[config.mk]
export PLATFORM = sky130hd
export DESIGN_NAME = rmon_update_arbiter
export DESIGN_NICKNAME = d
export VERILOG_FILES = /design/src/rtl/rmon_pkg.sv /design/src/rtl/rmon_rr_arb.sv /design/src/rtl/rmon_update_arbiter.sv
export SDC_FILE = /design/constraint.sdc
export NUM_CORES = 1
export LEC_CHECK = 0
export ABC_CLOCK_PERIOD_IN_PS = 7600
export CAP_MARGIN = 20
export CORE_ASPECT_RATIO = 1.1
export CORE_UTILIZATION = 49
export CTS_BUF_LIST = sky130_fd_sc_hd__clkbuf_8 sky130_fd_sc_hd__clkbuf_16
export DETAILED_ROUTE_END_ITERATION = 10
export HOLD_SLACK_MARGIN = 0.06
export PLACE_DENSITY = 0.92
export SYNTH_ARGS = -nofsm -noshare
export SYNTH_HDL_FRONTEND = slang
export SYNTH_SLANG_ARGS = --single-unit
[constraint.sdc]
create_clock -name Clk -period 7.6 [get_ports Clk]
set_input_delay 1.52 -clock Clk [delete_from_list [all_inputs] [get_ports Clk]]
set_output_delay 1.52 -clock Clk [all_outputs]
set_load 0.005 [all_outputs]
[src/rtl/rmon_pkg.sv]
// Shared types and default widths for the RMON statistics update path.
// Latency: n/a (declarations only).
// Backpressure: n/a.
package rmon_pkg;

    localparam int RMON_ADDR_W = 6;
    localparam int RMON_DATA_W = 32;
    localparam int RMON_INCR_W = 16;

    typedef enum logic [1:0] {
        IDLE  = 2'd0,
        READ  = 2'd1,
        WAIT  = 2'd2,
        WRITE = 2'd3
    } rmon_state_e;

endpackage

[src/rtl/rmon_rr_arb.sv]
// Two-way round-robin arbiter; req[0] is Tx, req[1] is Rx.
// Latency: combinational grant; pointer updates on the clock after a grant.
// Backpressure: losers are simply not granted and keep requesting.
module rmon_rr_arb (
    input  logic       clk,
    input  logic       reset,
    input  logic [1:0] req,
    input  logic       advance,
    output logic [1:0] grant
);

    // ptr names the source that wins a tie; 0 (Tx) out of reset
    logic ptr;

    // Favoured source first, otherwise whichever one is requesting
    always_comb begin
        grant = 2'b00;
        if (req[ptr]) begin
            grant[ptr] = 1'b1;
        end else if (req[~ptr]) begin
            grant[~ptr] = 1'b1;
        end
    end

    // After any grant the tie goes to the source that was not served
    always_ff @(posedge clk) begin
        if (reset) begin
            ptr <= 1'b0;
        end else if (advance && (|grant)) begin
            ptr <= grant[0];
        end
    end

endmodule

[src/rtl/rmon_update_arbiter.sv]
// RMON counter RAM port A read-modify-write sequencer: Tx/Rx round-robin, optional CPU clear under RMON_CPU_CLEAR_EN.
// Latency: ack in the grant cycle; increment written 3 cycles later (4 cycles per update), clear written the next cycle.
// Backpressure: no grant while an update is in flight; requesters hold req until ack, nothing is dropped.
module rmon_update_arbiter
    import rmon_pkg::*;
#(
    parameter int ADDR_W = RMON_ADDR_W,
    parameter int DATA_W = RMON_DATA_W,
    parameter int INCR_W = RMON_INCR_W
) (
    input  logic              Clk,
    input  logic              Reset,
    input  logic              tx_req,
    input  logic [ADDR_W-1:0] tx_addr,
    input  logic [INCR_W-1:0] tx_incr,
    output logic              tx_ack,
    input  logic              rx_req,
    input  logic [ADDR_W-1:0] rx_addr,
    input  logic [INCR_W-1:0] rx_incr,
    output logic              rx_ack,
    input  logic              cpu_clr_req,
    input  logic [ADDR_W-1:0] cpu_clr_addr,
    output logic              cpu_clr_ack,
    output logic [ADDR_W-1:0] ram_addra,
    output logic [DATA_W-1:0] ram_dina,
    output logic              ram_wea,
    input  logic [DATA_W-1:0] ram_douta,
    output logic              busy
);

    rmon_state_e       state, state_nxt;
    logic [ADDR_W-1:0] addr_q;
    logic [INCR_W-1:0] incr_q;
    logic [DATA_W-1:0] sum_q;
    logic              accept;
    logic              clr_take;
    logic              clr_gnt;
    logic [1:0]        arb_req;
    logic [1:0]        grant;

    // New work is only taken in IDLE, and never in a reset cycle so no ack is lost
    assign accept = (state == IDLE) && !Reset;

`ifdef RMON_CPU_CLEAR_EN
    assign clr_take = cpu_clr_req;
`else
    logic unused_clr;
    assign unused_clr = ^{cpu_clr_req, cpu_clr_addr};
    assign clr_take   = 1'b0;
`endif

    // Clear has strict priority: it masks both statistics sources
    assign clr_gnt = accept && clr_take;
    assign arb_req = {rx_req, tx_req} & {2{accept && !clr_take}};

    rmon_rr_arb u_arb (
        .clk     (Clk),
        .reset   (Reset),
        .req     (arb_req),
        .advance (accept),
        .grant   (grant)
    );

    assign tx_ack      = grant[0];
    assign rx_ack      = grant[1];
    assign cpu_clr_ack = clr_gnt;

    // State register
    always_ff @(posedge Clk) begin
        if (Reset) begin
            state <= IDLE;
        end else begin
            state <= state_nxt;
        end
    end

    // Next state: increments go READ/WAIT/WRITE, clears go straight to WRITE
    always_comb begin
        state_nxt = state;
        case (state)
            IDLE: begin
                if (clr_gnt) begin
                    state_nxt = WRITE;
                end else if (|grant) begin
                    state_nxt = READ;
                end
            end
            READ:    state_nxt = WAIT;
            WAIT:    state_nxt = WRITE;
            WRITE:   state_nxt = IDLE;
            default: state_nxt = IDLE;
        endcase
    end

    // Capture the winner at grant time and the incremented count at the end of WAIT
    always_ff @(posedge Clk) begin
        if (Reset) begin
            addr_q <= '0;
            incr_q <= '0;
            sum_q  <= '0;
        end else if (clr_gnt) begin
            addr_q <= cpu_clr_addr;
            incr_q <= '0;
            sum_q  <= '0;
        end else if (grant[0]) begin
            addr_q <= tx_addr;
            incr_q <= tx_incr;
        end else if (grant[1]) begin
            addr_q <= rx_addr;
            incr_q <= rx_incr;
        end else if (state == WAIT) begin
            sum_q <= ram_douta + DATA_W'(incr_q);
        end
    end

    // Port A is idle (all zero) in IDLE; a reset in WRITE suppresses the write
    assign ram_addra = (state == IDLE) ? '0 : addr_q;
    assign ram_dina  = (state == WRITE) ? sum_q : '0;
    assign ram_wea   = (state == WRITE) && !Reset;

    // The grant cycle counts as busy so the whole update window reads high
    assign busy = (state != IDLE) || (|grant) || clr_gnt;

endmodule

Word level (Yosys, flattened, before mapping):

Cells that the tools add are included.

* add/subtract/negate cells: 1
* magnitude comparators: 4
* equal/unequal tests: 4
* muxes and demuxes: 18
* bitwise operators: 4
* reduce and logical (&&, ||, !) cells: 12

Operators with widths (number)
* 32-bit by 16-bit adder with 32-bit output: 1
* 16-bit two-way mux: 2
* 32-bit two-way mux: 1
* 6-bit two-way mux: 3
* 2-bit one-hot mux with 4 select lines: 1
* 1-bit two-way mux: 6
* 2-bit two-way mux: 3
* 1-bit logical AND: 5
* 2-bit equality test, second input constant: 2
* 1-bit by 2-bit < comparator with 1-bit output, second input constant: 2
* 2-bit nonzero test: 2
* 1-bit inverter: 3
* 3-bit AND reduction: 1
* 2-bit AND: 1
* 1-bit demux with 1-bit select: 2
* 2-bit by 1-bit equality test with 1-bit output, second input constant: 1
* 1-bit >= comparator, second input constant: 2
* 2-bit zero test: 1
* 2-bit by 1-bit inequality test with 1-bit output, second input constant: 1
* 2-bit OR reduction: 1
* 1-bit zero test: 1
* 1-bit logical OR: 1

* register bits: 57
* input bits: 87
* logic and storage cells: 48

Longest topological paths before layout:

* depth after elaboration: 10
* mapped depth: 9
* gate-level depth less buffers: 8

By module:

From an unflattened synthesis, not the netlist that was laid out.

* cells, all modules: 508
* area, all modules: 3925.0 um^2

Modules (own cells, without submodules)
* rmon_update_arbiter: times used 1, cells an instance 501, area an instance 3860.0 um^2
* rmon_rr_arb: times used 1, cells an instance 7, area an instance 65.1 um^2

Least setup slack after synthesis:

Ideal clock, no wire load.

* kind: input to output
* from: input port Reset
* to: output port tx_ack
* arrival: 2.434 ns
* required time: 6.080 ns
* path slack: 3.646 ns
* stages: 5
* cells stage by stage: clkbuf_1 -> nor2b_1 -> nand3_1 -> inv_1 -> clkbuf_1

* word-level cells in the longest chain between the ends: 7

Ends and longest elaborated chain
* start, declared: line rmon_update_arbiter.sv:12 `input logic Reset,`
* 1-bit zero test (*): line rmon_update_arbiter.sv:42 `assign accept = (state == IDLE) && !Reset;`
* 1-bit logical AND (*): line rmon_update_arbiter.sv:42
* 2-bit AND (*): line rmon_update_arbiter.sv:54 `assign arb_req = {rx_req, tx_req} & {2{accept && !clr_take}};`
* 1-bit two-way mux (not written as such) (2 in series): line rmon_rr_arb.sv:20 `end else if (req[~ptr]) begin`
* 2-bit two-way mux: line rmon_rr_arb.sv:20
* 2-bit two-way mux (*): line rmon_rr_arb.sv:18 `if (req[ptr]) begin`
* end, declared: line rmon_update_arbiter.sv:16 `output logic tx_ack,`

Mark *: on every way between the ends. The rest lies on a longest branch, timed or not. The select of a mux whose other input is x is not followed.

Worst setup path in the final report:

* from: input port rx_req
* to: output port tx_ack

* word-level cells in the longest chain between the ends: 5

Ends and longest elaborated chain
* start, declared: line rmon_update_arbiter.sv:17 `input logic rx_req,`
* 2-bit AND (*): line rmon_update_arbiter.sv:54
* 1-bit two-way mux (not written as such) (2 in series): line rmon_rr_arb.sv:20
* 2-bit two-way mux: line rmon_rr_arb.sv:20
* 2-bit two-way mux (*): line rmon_rr_arb.sv:18

Marked as above.

==> metrics.csv <==
stage,metric,value,unit
synth,"Net Count, Synth",599,
detailed_routing,first-iteration detailed-routing DRC count,252,
final_layout,Antenna diodes,0,
synth,ys flop type,dfxtp_1,
detailed_routing,Wirelength per Cell,14.4,µm
setup_path,crit start category,primary input,
synth,Netlist cell types,49,
hold_path,Worst Hold Class,reg -> reg,
placement,Placement Setup Slack,2.57,ns
die,overall die height,93.2,µm
synth,asr flop ratio synth,0,%
placement,Port Buf Inserts,121,
placement,DP HPWL,7.22,mm
final_layout,"Core Util, Final",71.6,%
sta,Final Critical Period,5.05,ns
clock_tree,Post-CTS Resized,0,
detailed_routing,DR vias/cell,5.77,
detailed_routing,DR pass1 iterations,10,
die,Die Wd,84.9,µm
global_route,first-pass GRT wire length,16.4,mm
synth,Mapped Cells,491,
synth,Synth Area in XOR/XNOR,1.89,%
detailed_routing,DRC viols,10,
synth,adder-cell share of the synthesized area,7.29,%
setup_path,Worst path top cell family by delay,buffers and inverters,
run_status,violated checks,design-rule violations,
clock_tree,CTS tree,built,
clock_tree,CTS Sinks,57,
sta,Slew @ Worst Pin,0.980,ns
global_route,largest net degree at the start of global routing,53,
die,I/O pin count,130,
final_layout,nets@finish,706,
setup_path,Worst path slowest cell,clkdlybuf4s50_1,
setup_path,crit path DAT,3.53,ns
clock_tree,clock tree buffer depth,2,
die,Initial Util,51.7,%
global_route,gr ovfl total,0,
pwr,leakage,2.01,nW
clock_tree,clk_lat worst skew,0.34,ns
run_status,outcome,"finished, violations left",
setup_path,Buf/Inv on CP,4,
final_layout,Layout fillers,591,
pwr,Cell Pwr Density,238,mW/mm²
global_route,total global-route track usage,25.9,%
clock_tree,hold buffers post-CTS,0,
detailed_routing,DR vias,3966,
final_layout,most frequent cells in the layout,"clkdlybuf4s50_1 (120), nand2_1 (83), dfxtp_1 (57)",
sta,FMAX,198,MHz
final_layout,"most common cell after layout, fill and taps aside",clkdlybuf4s50_1,
setup_path,max incr delay on CP,0.62,ns
sta,Worst Skew,0.00931,ns
sta,Setup Total Neg Slack,0,ns
synth,compound-gate portion of the synthesized area,25.0,%
synth,register area share after synthesis,30.8,%
setup_path,WS Path Type,in -> out,
final_layout,Syn-to-layout area delta,38.4,%
synth,Mapped Area,0.00371,mm²
detailed_routing,post-route ant nets,0,
synth,Yosys Warn Count,0,
placement,gpl congestion,0.823,
run,Max Cap Viol,0,
sta,Slew Limit Headroom,34.5,%
clock_tree,H-tree depth,3,
synth,Mapped Avg Cell Area,7.55,µm²
synth,Post-synth EDFFs,0,
setup_path,most frequent CP cell,clkdlybuf4s50_1,
die,Die Footprint,0.00792,mm²
final_layout,area of the multi-input gates,0.00239,mm²
final_layout,flip-flop and latch area,0.00114,mm²
die,Core ar.,0.00717,mm²
die,row count,32,
clock_tree,CTS buffer count,9,
global_route,initial antenna violation count,0,
clock_tree,postcts setup bufs,0,
sta,final setup vio count,0,
setup_path,Worst Path Max Fanout,23,
synth,main combinational cell family by area after synthesis,simple AND/OR/NAND/NOR gates,
sta,fin. max-slew vios,0,
synth,simple-gate area share of the yosys netlist,30.0,%
synth,"FF+latch count, synth",57,
sta,final hold viol count,0,
clock_tree,Root Driver,clkbuf_8,
sta,RSZ-0062 raised after global routing,false,
detailed_routing,drt total wl,9.87,mm
synth,post-synthesis mux area share,0.270,%
sta,final worst-path cycle share,66.5,%
global_route,vias in the first global route,3697,
clock_tree,Clock transition at path regs,0.07,ns
pwr,VDD IR max,0.000140,V
sta,final setup margin,2.55,ns
setup_path,"critical path, cell by cell",clkdlybuf4s50_1 > nand2_1 > nand3_1 > buf_4 > inv_1 > clkdlybuf4s50_1,
setup_path,Critical Path RT,6.08,ns
setup_path,CP endpoint kind,primary output,
final_layout,layout cells sized above 1,4.49,%
through the flow:
| stage | power [mW] | cell area, µm² | std cells | hold WS, ns |
|---|---|---|---|---|
| final | 1.22 | 5130 | 687 | 0.451 |
| after global routing | 1.31 | 5130 | 687 | 0.478 |
| after CTS | 1.22 | 5130 | 687 | 0.450 |
| after detailed placement | 0.949 | 4950 | 672 | 0.444 |
| after global placement | 0.914 | 4920 | 671 | 0.436 |
| after floorplan | 0.783 | 3710 | 491 | 0.427 |
final cells by class:
class                           count  share of cell area [%]
Clock buffer                        9                    2.41
Clock inverter                      6                    1.17
Inverter                           11                   0.805
Multi-Input combinational cell    393                    46.7
Sequential cell                    57                    22.2
Tap cell                           85                    2.07
Timing Repair Buffer              126                    24.6
state kept, by name (all words and copies together) (netlist names):
| signal | cells |
|---|---|
| u_arb.ptr | 1 |
| addr_q | 6 |
| state | 2 |
| sum_q | 32 |
| incr_q | 16 |
cell families (layout without fill, tap and decap cells):
kind of cell,count (synthesis),in the layout
buffers and inverters,41,152
xor gates and xnor gates,8,8
adders and majority gates,21,21
other,1,1
AOI/OAI and AO/OA,130,130
muxes,1,1
DFF,57,57
and+or+nand+nor,232,232
synth_stat cells (all sizes together), types with 2 or more instances:
cell type	number	area share, %
nand2	83	8.4
dfxtp	57	31
nor2	43	4.4
and2	34	5.7
a21oi	25	3.4
clkbuf	24	2.4
a311oi	23	5.4
o21ai	23	3.1
ha	20	6.7
nand3	18	2.4
inv	11	1.1
nor3	11	1.5
nor2b	10	1.7
and3	9	1.5
a211oi	8	1.9
a21o	8	1.6
o21a	8	1.6
a31oi	7	1.2
buf	6	1.1
nor4	6	1.0
nand4	5	0.84
o31ai	5	1.0
or4	5	1.0
xnor2	5	1.2
o31a	4	0.94
o2111a	3	0.91
o211ai	3	0.61
o21bai	3	0.61
xor2	3	0.71
a221oi	2	0.81
a32oi	2	0.47
and4	2	0.47
nand2b	2	0.34
o2111ai	2	0.47
or2	2	0.34
path summary, 6_finish.rpt:
check,start,to,slack [ns],cells after the start
worst max register to register,incr_q[0]$_SDFFE_PP0P_,sum_q[22]$_SDFFE_PP0P_,4.46,8
worst max-delay path,rx_req,tx_ack,2.55,6
worst min register to register,sum_q[6]$_SDFFE_PP0P_,sum_q[6]$_SDFFE_PP0P_,0.45,2
worst min-delay path,sum_q[6]$_SDFFE_PP0P_,sum_q[6]$_SDFFE_PP0P_,0.45,2
routing by layer:
layer,wire (µm),GRT usage (%)
met4,177,11.0
met3,822,6.44
met5,0,0
met2,4590,43.8
met1,4270,31.2
worst min-delay path, cell delays in order, from the launching register on:
cell,delay (ns)
dfxtp_1,0.31
nand2_1,0.05
a21oi_1,0.05
power by group:
group,total [mW],switching (mW),leakage [nW],internal [mW]
Combinational,0.533,0.301,1.45,0.232
Sequential,0.415,0.0400,0.466,0.375
Clock,0.273,0.126,0.0909,0.148
Total,1.22,0.466,2.01,0.755
No activity file was read; power rests on OpenSTA's default activity.
==> RTL change 1 (same flow settings) <==
Build with the macro `RMON_CPU_CLEAR_EN` defined.
--- a/src/rtl/rmon_update_arbiter.sv
+++ b/src/rtl/rmon_update_arbiter.sv
@@ -1,6 +1,8 @@
 // RMON counter RAM port A read-modify-write sequencer: Tx/Rx round-robin, optional CPU clear under RMON_CPU_CLEAR_EN.
 // Latency: ack in the grant cycle; increment written 3 cycles later (4 cycles per update), clear written the next cycle.
 // Backpressure: no grant while an update is in flight; requesters hold req until ack, nothing is dropped.
+`define RMON_CPU_CLEAR_EN
+
 module rmon_update_arbiter
     import rmon_pkg::*;
 #(
Formal check against the unedited RTL: not equivalent (Yosys sat finds a counterexample within 4 cycles, from zero or initial values and one cycle with Reset high).
==> RTL change 1 against the original RTL <==
  * The run still ends with design-rule violations left
  * First-iteration DRC count rose by 4.0%
  * Register-to-register slack improved by 0.14 ns
  * Total power fell by 2.2%
  * Synthesized area fell by 1.4%
  * Hold slack got worse by 0.0024 ns
  * Worst setup slack got worse by 0.49 ns
  * Sequential cell count did not move
  * Critical path depth fell by 1
  * Cell area rose by 1.4%
  * Sequential power fell by 4.8%
  * Wire length rose by 7.9%
  * Non-clock buffer count rose by 7
  * Combinational power fell by 16%
  * Largest cell class unchanged
==> RTL change 1: results (changes against the original RTL) <==
Pint - 0.000783 W (+3.7%)
drc violations - 10 (unchanged)
port buffer count - 129 (+6.6%)
Setup Skew - 0.00688 ns (-0.00242 ns)
Yosys cell types - 52 (+6.1%)
Area contributors post-synth - dfxtp_1, ha_1, a21oi_1
outcome - complete, but fails checks
routed wire length - 10.6 mm (+7.9%)
Metal-1 WL - 4.48 mm (+4.9%)
vias in the first global route - 3585 (-3.0%)
commonest cells in the netlist - dfxtp_1, nand2_1, a21oi_1
vias per inst - 5.83 (+1.1%)
Synth Net Count - 560 (-6.5%)
placed instance area - 4960 um2 (+0.28%)
IR drop worst, VDD - 0.132 mV (-5.9%)
M1 GR Usage - 33.6% (+2.4 points)
setup slack after placement - 2.06 ns (-0.506 ns)
met2 Track Usage GR - 47.3% (+3.4 points)
Worst EP arrival - 4.02 ns (+0.49 ns)
fin nets - 675 (-4.4%)
beginning of the critical path - Reset
failing checks - design-rule violations
drt pass-1 iters - 8 (-2)
fraction of layout cells with a size suffix above 1 - 4.90% (+0.41 points)
Total GRT Usage - 27.3% (+1.4 points)
Final Instance Count excl. Fillers - 657 (-4.4%)
[RTL change 1: cell types whose count changed after synthesis, sizes merged, moves of 7 or more]
cell	unedited run	this run
xor2	3	13
nand2	83	46
nand3	18	11
a211oi	8	23
nor2	43	35
a21oi	25	43
mux2i	1	18
a311oi	23	0
xnor2	5	14
[RTL change 1: final cells by class]
cell class,instances,area [um2]
inverters,7,26.3
clock buffers,10,138
multi-input cells,359,2360
clock inverters,6,106
fillers,567,1920
repair buffers,133,1330
flip-flops and latches,57,1140
well taps,85,106
[RTL change 1: critical path, cell delays in order]
cell	delay (ns)
clkdlybuf4s50_1	0.64
nor3b_2	0.32
nand3_1	0.79
inv_1	0.22
clkdlybuf4s50_1	0.53
[RTL change 1: kinds of logic (layout without fill, tap and decap cells)]
kind of cell / count (synthesis) / after routing / share of synthesized area, %
flip-flops: 57 / 57 / 31.2
multiplexers: 18 / 18 / 4.93
adder cells (fa/ha/maj): 21 / 21 / 7.39
AO/OA/AOI/OAI: 125 / 125 / 22.0
XOR/XNOR: 27 / 27 / 6.47
AND/OR/NAND/NOR: 168 / 168 / 23.8
buffers and inverters: 36 / 156 / 4.14
[RTL change 1: power groups by stage]
stage / registers (W) / clock network, W / logic, W
floorplan: 0.000388 / 0 / 0.000295
global route: 0.000401 / 0.000370 / 0.000491
finish: 0.000395 / 0.000351 / 0.000448
global placement: 0.000397 / 0 / 0.000421
detailed placement: 0.000400 / 0 / 0.000439
CTS: 0.000394 / 0.000354 / 0.000445
[RTL change 1: final timing paths]
| path | end | slack [ns] | cells past startpoint |
|---|---|---|---|
| setup / recovery | rx_ack | 2.06 | 5 |
| hold / removal | sum_q[4] | 0.45 | 2 |
| setup reg to reg | sum_q[18] | 4.60 | 9 |
| hold reg to reg | sum_q[4] | 0.45 | 2 |
==> RTL change 2 (config.mk and constraints unchanged) <==
Made on the original files. The 4 states of `rmon_state_e` get a one-hot encoding in 4 bits.
--- a/src/rtl/rmon_pkg.sv
+++ b/src/rtl/rmon_pkg.sv
@@ -7,11 +7,11 @@
     localparam int RMON_DATA_W = 32;
     localparam int RMON_INCR_W = 16;
 
-    typedef enum logic [1:0] {
-        IDLE  = 2'd0,
-        READ  = 2'd1,
-        WAIT  = 2'd2,
-        WRITE = 2'd3
+    typedef enum logic [3:0] {
+        IDLE  = 4'b0001,
+        READ  = 4'b0010,
+        WAIT  = 4'b0100,
+        WRITE = 4'b1000
     } rmon_state_e;
 
 endpackage
Function: same outputs for any inputs over 10 cycles, from zero or initial values and one cycle with Reset high; not proved beyond that.
==> RTL change 2 against the original RTL <==
  * Worst setup slack worse by 0.18 ns
  * Wire length down 0.72%
  * Cell area grew 1.2%
  * Synthesized area is 0.84% higher
  * Sequential cell count rose by 2
  * Sequential share of layout area is 0.51 points higher
  * Global-route usage is 0.44 points lower
Power is not compared: it rests on default switching activity, and its combinational part moved more than twofold at a synthesized area within 25%.
==> RTL change 2: results (changes against the original RTL) <==
vias per inst - 5.65 (-2.1%)
routed wire length - 9.80 mm (-0.72%)
beginning of the critical path - Reset
Yosys cell types - 58 (+18%)
register area share after synthesis - 31.6% (+0.81 points)
Iteration-0 DRC Markers - 222 (-12%)
Final GP Congestion - 0.860 (+4.4%)
HPWL Detailed - 7.37 mm (+2.0%)
commonest cells in the netlist - nand2_1, dfxtp_1, nor2_1
biggest registers after layout - sum_q (32), incr_q (16), addr_q (6)
Crit-path slowest cell - clkdlybuf4s50_1
Metal-1 WL - 4.28 mm (about the same)
vias - 3890 (-1.9%)
Worst EP arrival - 3.71 ns (+0.18 ns)
clock root buffer - clkbuf_8
fraction of layout cells with a size suffix above 1 - 6.32% (+1.8 points)
Leak - 1.94 nW
met2 wire length - 4.76 mm (+3.7%)
n_diodes - 0 (unchanged)
Slew HR - 59.0% (+24 points)
vias in the first global route - 3589 (-2.9%)
CP Max Fanout - 62 (+170%)
outcome - complete, no violations
syn_area_per_cell - 7.61 um2 (+0.84%)
drt pass-1 iters - 5 (-5)
metal3 WL - 528 um (-36%)
clk slew on worst S/H paths - 0.06 ns
placed instance area - 4970 um2 (+0.38%)
Total GRT Usage - 25.4% (-0.44 points)
Setup Skew - 0.00847 ns (-0.000840 ns)
first-pass GRT wire length - 16.4 mm (-0.38%)
largest net degree at the start of global routing - 63 (+19%)
Synth Net Count - 595 (-0.67%)
fin nets - 700 (-0.85%)
max incr delay on CP - 0.59 ns (-0.03 ns)
port buffer count - 121 (unchanged)
Area contributors post-synth - dfxtp_1, nand2_1, and2_1
-- RTL change 2: kinds of logic after synthesis --
family	Yosys count	synth area share (%)
other	1	0.100
adders and majority gates	17	5.89
AOI/OAI and AO/OA	119	22.2
DFF	59	31.6
and+or+nand+nor	233	30.4
xor gates and xnor gates	24	5.62
buffers and inverters	38	4.25
-- RTL change 2: power breakdown --
part	total (W)	switching [W]	internal [W]
logic	0.000224	0.000115	0.000110
clock network	0.000323	0.000122	0.000201
registers	0.000340	0.0000133	0.000326
total	0.000887	0.000250	0.000637
-- RTL change 2: worst max-delay path, delay by kind of cell --
| family | cells | cell delay, ns |
|---|---|---|
| AND/OR/NAND/NOR | 2 | 0.71 |
| buffers and inverters | 4 | 1.45 |
-- RTL change 2: cell type report --
type | instances | area (um2)
clock inverter | 5 | 75.1
multi-input combinational | 394 | 2410
sequential | 59 | 1180
timing repair buffer | 125 | 1240
fill | 594 | 2240
tap | 87 | 109
inverter | 7 | 26.3
clock buffer | 11 | 151
-- RTL change 2: final timing paths --
path	end	slack (ns)	cells after the start
worst max-delay path	rx_ack	2.37	6
worst max register to register	sum_q[18]	4.94	9
worst min register to register	sum_q[6]	0.45	2
worst min-delay path	sum_q[6]	0.45	2
-- RTL change 2: metal layers --
layer,track usage (%),vias to the layer above
li1,-,1937
met1,31.3,1769
met4,10.6,0
met5,0,-
met2,44.4,162
met3,3.80,22
-- RTL change 2: stage by stage --
stage | setup WS, ns | hold WS, ns
2_1_floorplan | 3.55 | 0.427
3_3_place_gp | 2.41 | 0.434
3_5_place_dp | 2.38 | 0.443
4_1_cts | 2.37 | 0.450
5_1_grt | 2.12 | 0.461
6_report | 2.37 | 0.450
